File: config.mk
export PLATFORM = sky130hd
export DESIGN_NAME = instr_fetch
export DESIGN_NICKNAME = d
export VERILOG_FILES = /design/src/rtl/riscv_defines.sv /design/src/rtl/fetch_fifo.sv /design/src/rtl/instr_fetch.sv
export SDC_FILE = /design/constraint.sdc
export NUM_CORES = 1
export LEC_CHECK = 0
export CORE_MARGIN = 3
export CORE_UTILIZATION = 29
export DETAILED_ROUTE_END_ITERATION = 7
export GPL_TIMING_DRIVEN = 0
export SETUP_SLACK_MARGIN = 0.4
export SLEW_MARGIN = 20
export SYNTH_ARGS = -nofsm -noshare
export SYNTH_HDL_FRONTEND = slang
export SYNTH_SLANG_ARGS = --single-unit
File: constraint.sdc
create_clock -name clk -period 5.2 [get_ports clk]
set_input_delay 1.04 -clock clk [delete_from_list [all_inputs] [get_ports clk]]
set_output_delay 1.04 -clock clk [all_outputs]
set_load 0.02 [all_outputs]
File: src/rtl/riscv_defines.sv
// Shared fetch-stage definitions: word width, canonical NOP encoding and fetch FSM states.
package riscv_defines;
  localparam int WORD_WIDTH = 32;
  localparam logic [WORD_WIDTH-1:0] NOP_INSTR = 32'h0000_0013;

  typedef enum logic [1:0] {
    IDLE        = 2'd0,
    WAIT_GNT    = 2'd1,
    WAIT_RVALID = 2'd2
  } fetch_state_t;

  function automatic logic [WORD_WIDTH-1:0] align_word(input logic [WORD_WIDTH-1:0] addr);
    return {addr[WORD_WIDTH-1:2], 2'b00};
  endfunction
endpackage

File: src/rtl/fetch_fifo.sv
// Two-entry {instruction, pc} buffer between the memory response and the IF/ID register.
module fetch_fifo
  import riscv_defines::*;
(
  input  logic                  clk,
  input  logic                  rst,
  input  logic                  push,
  input  logic                  pop,
  input  logic                  flush,
  input  logic [WORD_WIDTH-1:0] push_instr,
  input  logic [WORD_WIDTH-1:0] push_pc,
  output logic [WORD_WIDTH-1:0] head_instr,
  output logic [WORD_WIDTH-1:0] head_pc,
  output logic                  full,
  output logic                  empty
);
  logic [WORD_WIDTH-1:0] instr_q [2];
  logic [WORD_WIDTH-1:0] pc_q    [2];
  logic                  rd_ptr;
  logic                  wr_ptr;
  logic [1:0]            count;
  logic                  do_push;
  logic                  do_pop;

  // A push into a full buffer is accepted only when the head leaves in the same cycle.
  assign do_pop  = pop && (count != 2'd0);
  assign do_push = push && ((count != 2'd2) || do_pop);
  assign full    = (count == 2'd2);
  assign empty   = (count == 2'd0);

  assign head_instr = instr_q[rd_ptr];
  assign head_pc    = pc_q[rd_ptr];

  always_ff @(posedge clk or posedge rst) begin
    if (rst) begin
      rd_ptr <= 1'b0;
      wr_ptr <= 1'b0;
      count  <= 2'd0;
    end else if (flush) begin
      rd_ptr <= 1'b0;
      wr_ptr <= 1'b0;
      count  <= 2'd0;
    end else begin
      if (do_push) wr_ptr <= ~wr_ptr;
      if (do_pop)  rd_ptr <= ~rd_ptr;
      count <= count + {1'b0, do_push} - {1'b0, do_pop};
    end
  end

  always_ff @(posedge clk) begin
    if (do_push && !flush) begin
      instr_q[wr_ptr] <= push_instr;
      pc_q[wr_ptr]    <= push_pc;
    end
  end
endmodule

File: src/rtl/instr_fetch.sv
// Instruction fetch: single-outstanding memory requester with redirect/discard and a 2-entry buffer.
module instr_fetch
  import riscv_defines::*;
#(
  parameter logic [WORD_WIDTH-1:0] BOOT_ADDR = 32'h0000_0000
) (
  input  logic                  clk,
  input  logic                  rst,
  input  logic                  stall_ctrl,
  input  logic                  branch_ctrl,
  input  logic [WORD_WIDTH-1:0] branch_target_i,
  output logic                  instr_req_o,
  output logic [WORD_WIDTH-1:0] instr_addr_o,
  input  logic                  instr_gnt_i,
  input  logic                  instr_rvalid_i,
  input  logic [WORD_WIDTH-1:0] instr_rdata_i,
  output logic [WORD_WIDTH-1:0] instruction_o,
  output logic [WORD_WIDTH-1:0] program_count_o,
  output logic                  no_op_flag_o
);
  localparam logic [WORD_WIDTH-1:0] BOOT_ALIGNED = {BOOT_ADDR[WORD_WIDTH-1:2], 2'b00};

  fetch_state_t          state;
  logic [WORD_WIDTH-1:0] fetch_addr;
  logic [WORD_WIDTH-1:0] req_addr;
  logic                  discard;
  logic [WORD_WIDTH-1:0] target;
  logic [WORD_WIDTH-1:0] next_addr;
  logic                  push;
  logic                  pop;
  logic                  full;
  logic                  empty;
  logic [1:0]            occ;
  logic [1:0]            occ_next;
  logic                  room;
  logic [WORD_WIDTH-1:0] head_instr;
  logic [WORD_WIDTH-1:0] head_pc;

  assign target    = align_word(branch_target_i);
  assign next_addr = branch_ctrl ? target : fetch_addr;
  assign push      = (state == WAIT_RVALID) && instr_rvalid_i && !discard && !branch_ctrl;
  assign pop       = !empty && !stall_ctrl && !branch_ctrl;
  assign occ       = full ? 2'd2 : (empty ? 2'd0 : 2'd1);

  always_comb begin
    occ_next = occ;
    if (branch_ctrl) occ_next = 2'd0;
    else             occ_next = occ + {1'b0, push} - {1'b0, pop};
  end

  assign room = (occ_next < 2'd2);

  fetch_fifo u_fifo (
    .clk        (clk),
    .rst        (rst),
    .push       (push),
    .pop        (pop),
    .flush      (branch_ctrl),
    .push_instr (instr_rdata_i),
    .push_pc    (req_addr),
    .head_instr (head_instr),
    .head_pc    (head_pc),
    .full       (full),
    .empty      (empty)
  );

  // req_addr is the address on the bus; fetch_addr is the next address to request.
  always_ff @(posedge clk or posedge rst) begin
    if (rst) begin
      state       <= IDLE;
      fetch_addr  <= BOOT_ALIGNED;
      req_addr    <= BOOT_ALIGNED;
      discard     <= 1'b0;
      instr_req_o <= 1'b0;
    end else begin
      case (state)
        IDLE: begin
          fetch_addr <= next_addr;
          if (room) begin
            state       <= WAIT_GNT;
            instr_req_o <= 1'b1;
            req_addr    <= next_addr;
          end
        end
        WAIT_GNT: begin
          if (instr_gnt_i) begin
            state       <= WAIT_RVALID;
            instr_req_o <= 1'b0;
            discard     <= discard || branch_ctrl;
            if (branch_ctrl)   fetch_addr <= target;
            else if (!discard) fetch_addr <= req_addr + 32'd4;
          end else if (branch_ctrl) begin
            discard    <= 1'b1;
            fetch_addr <= target;
          end
        end
        WAIT_RVALID: begin
          if (instr_rvalid_i) begin
            discard    <= 1'b0;
            fetch_addr <= next_addr;
            if (room) begin
              state       <= WAIT_GNT;
              instr_req_o <= 1'b1;
              req_addr    <= next_addr;
            end else begin
              state <= IDLE;
            end
          end else if (branch_ctrl) begin
            discard    <= 1'b1;
            fetch_addr <= target;
          end
        end
        default: begin
          state       <= IDLE;
          instr_req_o <= 1'b0;
        end
      endcase
    end
  end

  assign instr_addr_o    = req_addr;
  assign instruction_o   = empty ? NOP_INSTR : head_instr;
  assign program_count_o = empty ? '0 : head_pc;
  assign no_op_flag_o    = empty;
endmodule

### Yosys cells after proc, flatten, opt, wreduce, memory -nomap -nowiden

Memories as Yosys holds them, arrays and structs flattened.
Cells that the tools add are included.

* register bits after elaboration: 72
* latch bits: 0
* memory bits (writable): 128
* memory bits (read-only): 0
* output and inout bits: 98
* logic and storage cells: 86
* memories: 2

* $add $sub $neg: 5
* $mul: 0
* divide/modulo/power cells: 0
* $lt $le $gt $ge: 1
* eq/ne operators: 8
* shift operators: 0
* muxes and demuxes: 33
* bitwise operators: 2
* reductions and logical operators: 27

Memory list
* u_fifo.instr_q: words 2, bits a word 32, read ports 1, clocked after memory_dff 0, wr ports 1, RTL line fetch_fifo.sv:17 `logic [WORD_WIDTH-1:0] instr_q [2];`
* u_fifo.pc_q: words 2, bits a word 32, read ports 1, clocked after memory_dff 0, wr ports 1, RTL line fetch_fifo.sv:18 `logic [WORD_WIDTH-1:0] pc_q [2];`

Operators with widths (number)
* $mux 32: 8
* $pmux 32 s2: 2
* $add 32x3->32 const B: 1
* $mux 1: 14
* $mux 2: 6
* $reduce_bool 2->1: 6
* $logic_and 1x1->1: 8
* $ne 2x2->1 const B: 4
* $pmux 2 s3: 1
* $reduce_and 2->1: 3
* $add 2x1->2: 2
* $eq 2x2->1 const B: 2
* $logic_not 1->1: 4
* $logic_not 2->1: 2
* $ne 4x4->1 const B: 1
* $sub 2x1->2: 2
* $pmux 1 s3: 1
* $reduce_and 3->1: 1
* $eq 2x1->1 const B: 1
* $logic_or 1x1->1: 2
* $lt 2x2->1 const B: 1
* $not 1->1: 2
* $pmux 1 s2: 1
* $reduce_or 2->1: 1

### Longest topological paths before layout

* word-level depth: 11
* gate-level depth with buffers: 10

### By module

Synthesis repeated with hierarchy kept, for this count alone.

* cells, all modules: 678
* area, all modules: 9013.6 sq um

Modules (own cells, without submodules)
* fetch_fifo: instances 1, cells each 227, area an instance 4863.4 sq um, seq. area each 3943.8 sq um
* instr_fetch: instances 1, cells each 451, area an instance 4150.2 sq um, seq. area each 1701.6 sq um

### Least setup slack after synthesis

Ideal clock, no wire load.

* path type: input -> register
* start point: input branch_ctrl
* end point: memory u_fifo.instr_q[0][0], enable pin
* library setup time: 0.495 ns
* data arrival time: 4.354 ns
* path slack: 0.351 ns
* stages on the path: 3
* path buffers: 0
* path through: nand4bb_1 > a21oi_1 > nor2b_1

* word-level cells in the longest chain between the ends: 8

Ends and longest elaborated chain
* from (decl): RTL line instr_fetch.sv:10 `input logic branch_ctrl,`
* $logic_not 1->1 *: RTL line fetch_fifo.sv:51, instr_fetch.sv:41, instr_fetch.sv:42
* $logic_and 1x1->1: RTL line instr_fetch.sv:42 `assign pop = !empty && !stall_ctrl && !branch_ctrl;`
* $logic_and 1x1->1: RTL line fetch_fifo.sv:26 `assign do_pop = pop && (count != 2'd0);`
* $logic_or 1x1->1: RTL line fetch_fifo.sv:27 `assign do_push = push && ((count != 2'd2) || do_pop);`
* $logic_and 1x1->1: RTL line fetch_fifo.sv:27
* $logic_and 1x1->1 *: RTL line fetch_fifo.sv:51 `if (do_push && !flush) begin`
* $mux 1 *: RTL line fetch_fifo.sv:51
* $mux 1 (implied by the code) *: RTL line fetch_fifo.sv:52 `instr_q[wr_ptr] <= push_instr;`
* to (decl): RTL line fetch_fifo.sv:17

Mark *: on every way between the ends. The rest lies on a longest branch, timed or not.

### Worst setup path in the final report

* start point: input branch_ctrl
* end point: register req_addr[2], in the netlist instr_addr_o[2]

* word-level cells in the longest chain between the ends: 9

Ends and longest elaborated chain
* $logic_not 1->1: RTL line instr_fetch.sv:41, instr_fetch.sv:42
* $logic_and 1x1->1: RTL line instr_fetch.sv:41 `assign push = (state == WAIT_RVALID) && instr_rvalid_i && !discard && !branch_ctrl;`
* $add 2x1->2: RTL line instr_fetch.sv:48 `else occ_next = occ + {1'b0, push} - {1'b0, pop};`
* $sub 2x1->2: RTL line instr_fetch.sv:48
* $mux 2: RTL line instr_fetch.sv:47 `if (branch_ctrl) occ_next = 2'd0;`
* $lt 2x2->1: RTL line instr_fetch.sv:51 `assign room = (occ_next < 2'd2);`
* $mux 32 *: RTL line instr_fetch.sv:79, instr_fetch.sv:101
* $mux 32: RTL line instr_fetch.sv:98 `if (instr_rvalid_i) begin`
* $pmux 32 s2 *: RTL line instr_fetch.sv:76 `case (state)`
* to (signal assigned): RTL line instr_fetch.sv:82 `req_addr <= next_addr;`
* to (signal assigned): RTL line instr_fetch.sv:104 `req_addr <= next_addr;`
* to (decl): RTL line instr_fetch.sv:25 `logic [WORD_WIDTH-1:0] req_addr;`

Mark *: on every way between the ends. The rest lies on a longest branch, timed or not. The select of a mux whose other input is x is not followed.
A chain may end at the register's enable or synchronous reset.

==> flow_summary.toml <==
[global_route]
grt_start_max_net_pins = 55
via_count_of_the_first_global_routing_pass = 5925
antenna_violations_before_repair = 0
grt_usage_pct = 13.9
gr-total-overflow = 0
first_pass_grt_wire_length_um = 35100

[worst_setup_path]
worst-endpoint-arrival_ns = 4.34
r2r_end = "instr_addr_o[2]"
number_of_cell_instances_on_the_worst_register_to_register_path = 9
r2r_start = "u_fifo.count[0]"
register_to_register_setup_slack_ns = 2.23
crit_type = "in2reg"
crit_required_ns = 5.51
critical_path.startpoint_type = "input port"
timing.critical_path.fanout_max = 10
timing.critical_path.to_type = "register"

[place]
place_area_sq_um = 11100
hpwl_um = 15900
port_buffers = 165
placed_cells_incl_taps = 1197
globalplace.congestion = 0.770

[finish]
leading_cell_types_in_the_layout_fill_and_taps_excluded = "sky130_fd_sc_hd__clkdlybuf4s50_1 (165), sky130_fd_sc_hd__edfxtp_1 (128), sky130_fd_sc_hd__nor2_1 (72), sky130_fd_sc_hd__mux2i_1 (72), sky130_fd_sc_hd__dfrtp_1 (72)"
layout.nets = 906
post-route-cell-area_sq_um = 11700
drive_gt1_share_pct = 13.6
insertedDiodeCount = 0
final_common_cell = "sky130_fd_sc_hd__clkdlybuf4s50_1"
instances_no_fill = 1229
areaGrowthSynthToFinish_pct = 32.8

[logic_synthesis]
synth.area.mux_share_pct = 15.0
postSynthCellCount = 637
yosysWarnings = 0
synth-adder-area-share_pct = 1.42
synth-edff-count = 128
post_synth_xor_area_fraction_pct = 3.26
synth_compound_gate_area_share_pct = 6.60
syn-mean-instance-area_sq_um = 13.8
yosysSeqAreaShare_pct = 64.2
syn-num-nets = 717
simple_gate_share_of_the_synthesized_area_pct = 7.20
async_set_reset_flop_share_out_of_synthesis_pct = 36.0
yosysUniqueCellTypes = 49
yosys_register_bits = 200
combinational_family_with_the_most_area_after_synthesis = "multiplexers"
synth_top_flop_cell = "sky130_fd_sc_hd__edfxtp_1"
synth.cell_area_sq_um = 8790

[floorplan]
die_height_um = 180
floorplan.initialDensity_pct = 29.5
die-area_sq_um = 32400
core.rowCount = 63
core-area_sq_um = 29800
fp.dieW_um = 180
floorplan.io_pins = 168

[drt]
average_vias_per_placed_instance = 4.70
dr.first_iter.drc_count = 263
route.final.wire_length_um = 22600
final_ant_viol_nets = 0
route.vias.total = 5774
route.detailed.drc = 0
wl_per_cell_um = 18.4
drt_pass1_iterations = 4

[timing]
maxSlewHeadroom_pct = 36.7
period_minus_slack_ns = 4.03
finalSetupViolations = 0
skew_ns = 0.0119
hold_viol = 0
maxClockFrequency_ghz = 0.248
rsz_0062_raised_after_global_routing = "no"
worst-slew-pin-transition_ns = 0.943
final_min_period_over_clock_period_pct = 77.6
slew_violations = 0

[worst_hold_path]
worst_hold_path.endpoint = "fetch_addr[0]"
hold_depth = 1
hold_start = "fetch_addr[0]"
worstHoldPathType = "reg2reg"

[power]
total_switching_power_mw = 1.75
seq_power_share_pct = 44.8
p_per_area_nw_per_um2 = 455
power.combinational.fraction_pct = 29.6
total_leakage_power_nw = 4.00
power.internal_mw = 3.56
clock_power_share_pct = 25.6
switching_share_pct = 32.9
max-vdd-ir-drop_uv = 210

[clock_network]
clock-root-buffer = "sky130_fd_sc_hd__clkbuf_16"
insertion_delay_ns = 0.43
cts_buffers = 17
clkSinkCount = 200
cts_tree = "done"
post_cts_buffers = 0
clock_input_transition_at_the_sequential_cells_of_the_worst_setup_and_hold_paths_ns = 0.07
h-tree-depth = 4
number_of_buffers_added_to_fix_hold_violations_after_cts = 0
post_cts_resize_count = 0
clock_path_buffers = 2

[run]
maxCapViolations = 0

[run_status]
outcome = "finished, final reports clean"
-- flip-flops by register name, summed over array words and instances (netlist names) --
name            cells
u_fifo.instr_q     64
u_fifo.pc_q        64
fetch_addr         32
instr_addr_o       32
state               2
u_fifo.count        2
discard             1
instr_req_o         1
u_fifo.rd_ptr       1
u_fifo.wr_ptr       1
-- cell usage after synthesis, types with 2 or more instances --
library cell / instances / area share (%)
sky130_fd_sc_hd__a21bo_2: 2 / 0.23
sky130_fd_sc_hd__a21oi_1: 24 / 1.4
sky130_fd_sc_hd__a22o_1: 4 / 0.40
sky130_fd_sc_hd__a22oi_1: 7 / 0.60
sky130_fd_sc_hd__and2_1: 2 / 0.14
sky130_fd_sc_hd__and3_1: 2 / 0.14
sky130_fd_sc_hd__and4_1: 4 / 0.40
sky130_fd_sc_hd__buf_1: 8 / 0.34
sky130_fd_sc_hd__buf_2: 9 / 0.51
sky130_fd_sc_hd__buf_6: 3 / 0.38
sky130_fd_sc_hd__clkbuf_1: 9 / 0.38
sky130_fd_sc_hd__dfrtp_1: 72 / 20
sky130_fd_sc_hd__edfxtp_1: 128 / 44
sky130_fd_sc_hd__ha_1: 10 / 1.4
sky130_fd_sc_hd__inv_1: 15 / 0.64
sky130_fd_sc_hd__mux2_2: 52 / 6.7
sky130_fd_sc_hd__mux2i_1: 72 / 8.2
sky130_fd_sc_hd__nand2_1: 16 / 0.68
sky130_fd_sc_hd__nand2b_1: 2 / 0.14
sky130_fd_sc_hd__nand3_1: 17 / 0.97
sky130_fd_sc_hd__nand4_1: 9 / 0.64
sky130_fd_sc_hd__nor2_1: 72 / 3.1
sky130_fd_sc_hd__nor2b_1: 2 / 0.14
sky130_fd_sc_hd__nor3_1: 6 / 0.34
sky130_fd_sc_hd__o21ai_0: 20 / 1.1
sky130_fd_sc_hd__o22ai_1: 18 / 1.3
sky130_fd_sc_hd__o32ai_1: 3 / 0.30
sky130_fd_sc_hd__xnor2_1: 10 / 1.0
sky130_fd_sc_hd__xor2_1: 19 / 1.9
-- routing by layer --
| metal | vias up | track usage [%] | part of all wire, % | wire (um) |
|---|---|---|---|---|
| met3 | 15 | 2.99 | 4.9 | 1110 |
| met4 | 0 | 3.22 | 0.90 | 203 |
| met1 | 2879 | 19.0 | 47 | 10700 |
| li1 | 2737 | - | - | - |
| met5 | - | 0 | 0 | 0 |
| met2 | 143 | 22.6 | 47 | 10600 |
-- worst max path at each step --
stage                start                   end  cells past startpoint  slack, ns
4_1_cts        branch_ctrl       instr_addr_o[2]                     11       1.14
5_1_grt        branch_ctrl      instr_addr_o[31]                     11       0.93
2_1_floorplan  branch_ctrl  u_fifo.instr_q[0][0]                      3       1.58
6_report       branch_ctrl       instr_addr_o[2]                     11       1.17
3_5_place_dp   branch_ctrl       instr_addr_o[2]                     11       0.71
3_3_place_gp   branch_ctrl    u_fifo.pc_q[0][17]                      4      -0.44
-- metrics by stage --
step | power [mW] | hold WS, ns | utilization (%) | worst slack, ns | setup TNS, ns
detailed placement | 4.00 | 0.492 | 37.2 | 0.709 | 0
finish | 5.31 | 0.508 | 39.2 | 1.17 | 0
floorplan | 3.31 | 0.460 | - | 1.58 | 0
global placement | 3.97 | 0.479 | 36.7 | -0.438 | -30.62
CTS | 5.37 | 0.510 | 39.2 | 1.14 | 0
global route | 5.62 | 0.528 | 39.2 | 0.934 | 0
-- logic make-up after synthesis --
logic type,after synthesis
multiplexers,125
AO/OA/AOI/OAI,90
buffers and inverters,44
AND/OR/NAND/NOR,137
XOR/XNOR,31
flip-flops,200
adder cells (fa/ha/maj),10
-- worst max-delay path: stages --
cell	delay (ns)
sky130_fd_sc_hd__clkdlybuf4s50_1	0.53
sky130_fd_sc_hd__buf_2	0.31
sky130_fd_sc_hd__buf_2	0.29
sky130_fd_sc_hd__buf_1	0.51
sky130_fd_sc_hd__nor3_1	0.12
sky130_fd_sc_hd__ha_1	0.26
sky130_fd_sc_hd__xor2_2	0.19
sky130_fd_sc_hd__xnor2_2	0.20
sky130_fd_sc_hd__o21ai_4	0.30
sky130_fd_sc_hd__buf_6	0.22
sky130_fd_sc_hd__mux2_2	0.34
-- final cells by class --
class / count / area (sq um)
plain buffers: 29 / 143
clock buffers: 18 / 439
clock inverters: 14 / 160
fillers: 2908 / 18100
inverters: 15 / 58.8
multi-input cells: 393 / 2960
flip-flops and latches: 200 / 5650
well taps: 390 / 488
repair buffers: 170 / 1780
-- power by group through the flow --
stage / Clock, mW / Combinational (mW) / Sequential (mW)
after global placement: 0 / 1.56 / 2.41
after detailed placement: 0 / 1.58 / 2.42
after global routing: 1.47 / 1.71 / 2.44
after CTS: 1.40 / 1.59 / 2.38
after floorplan: 0 / 0.856 / 2.45
final: 1.36 / 1.57 / 2.38
(Power assumes the default switching activity.)
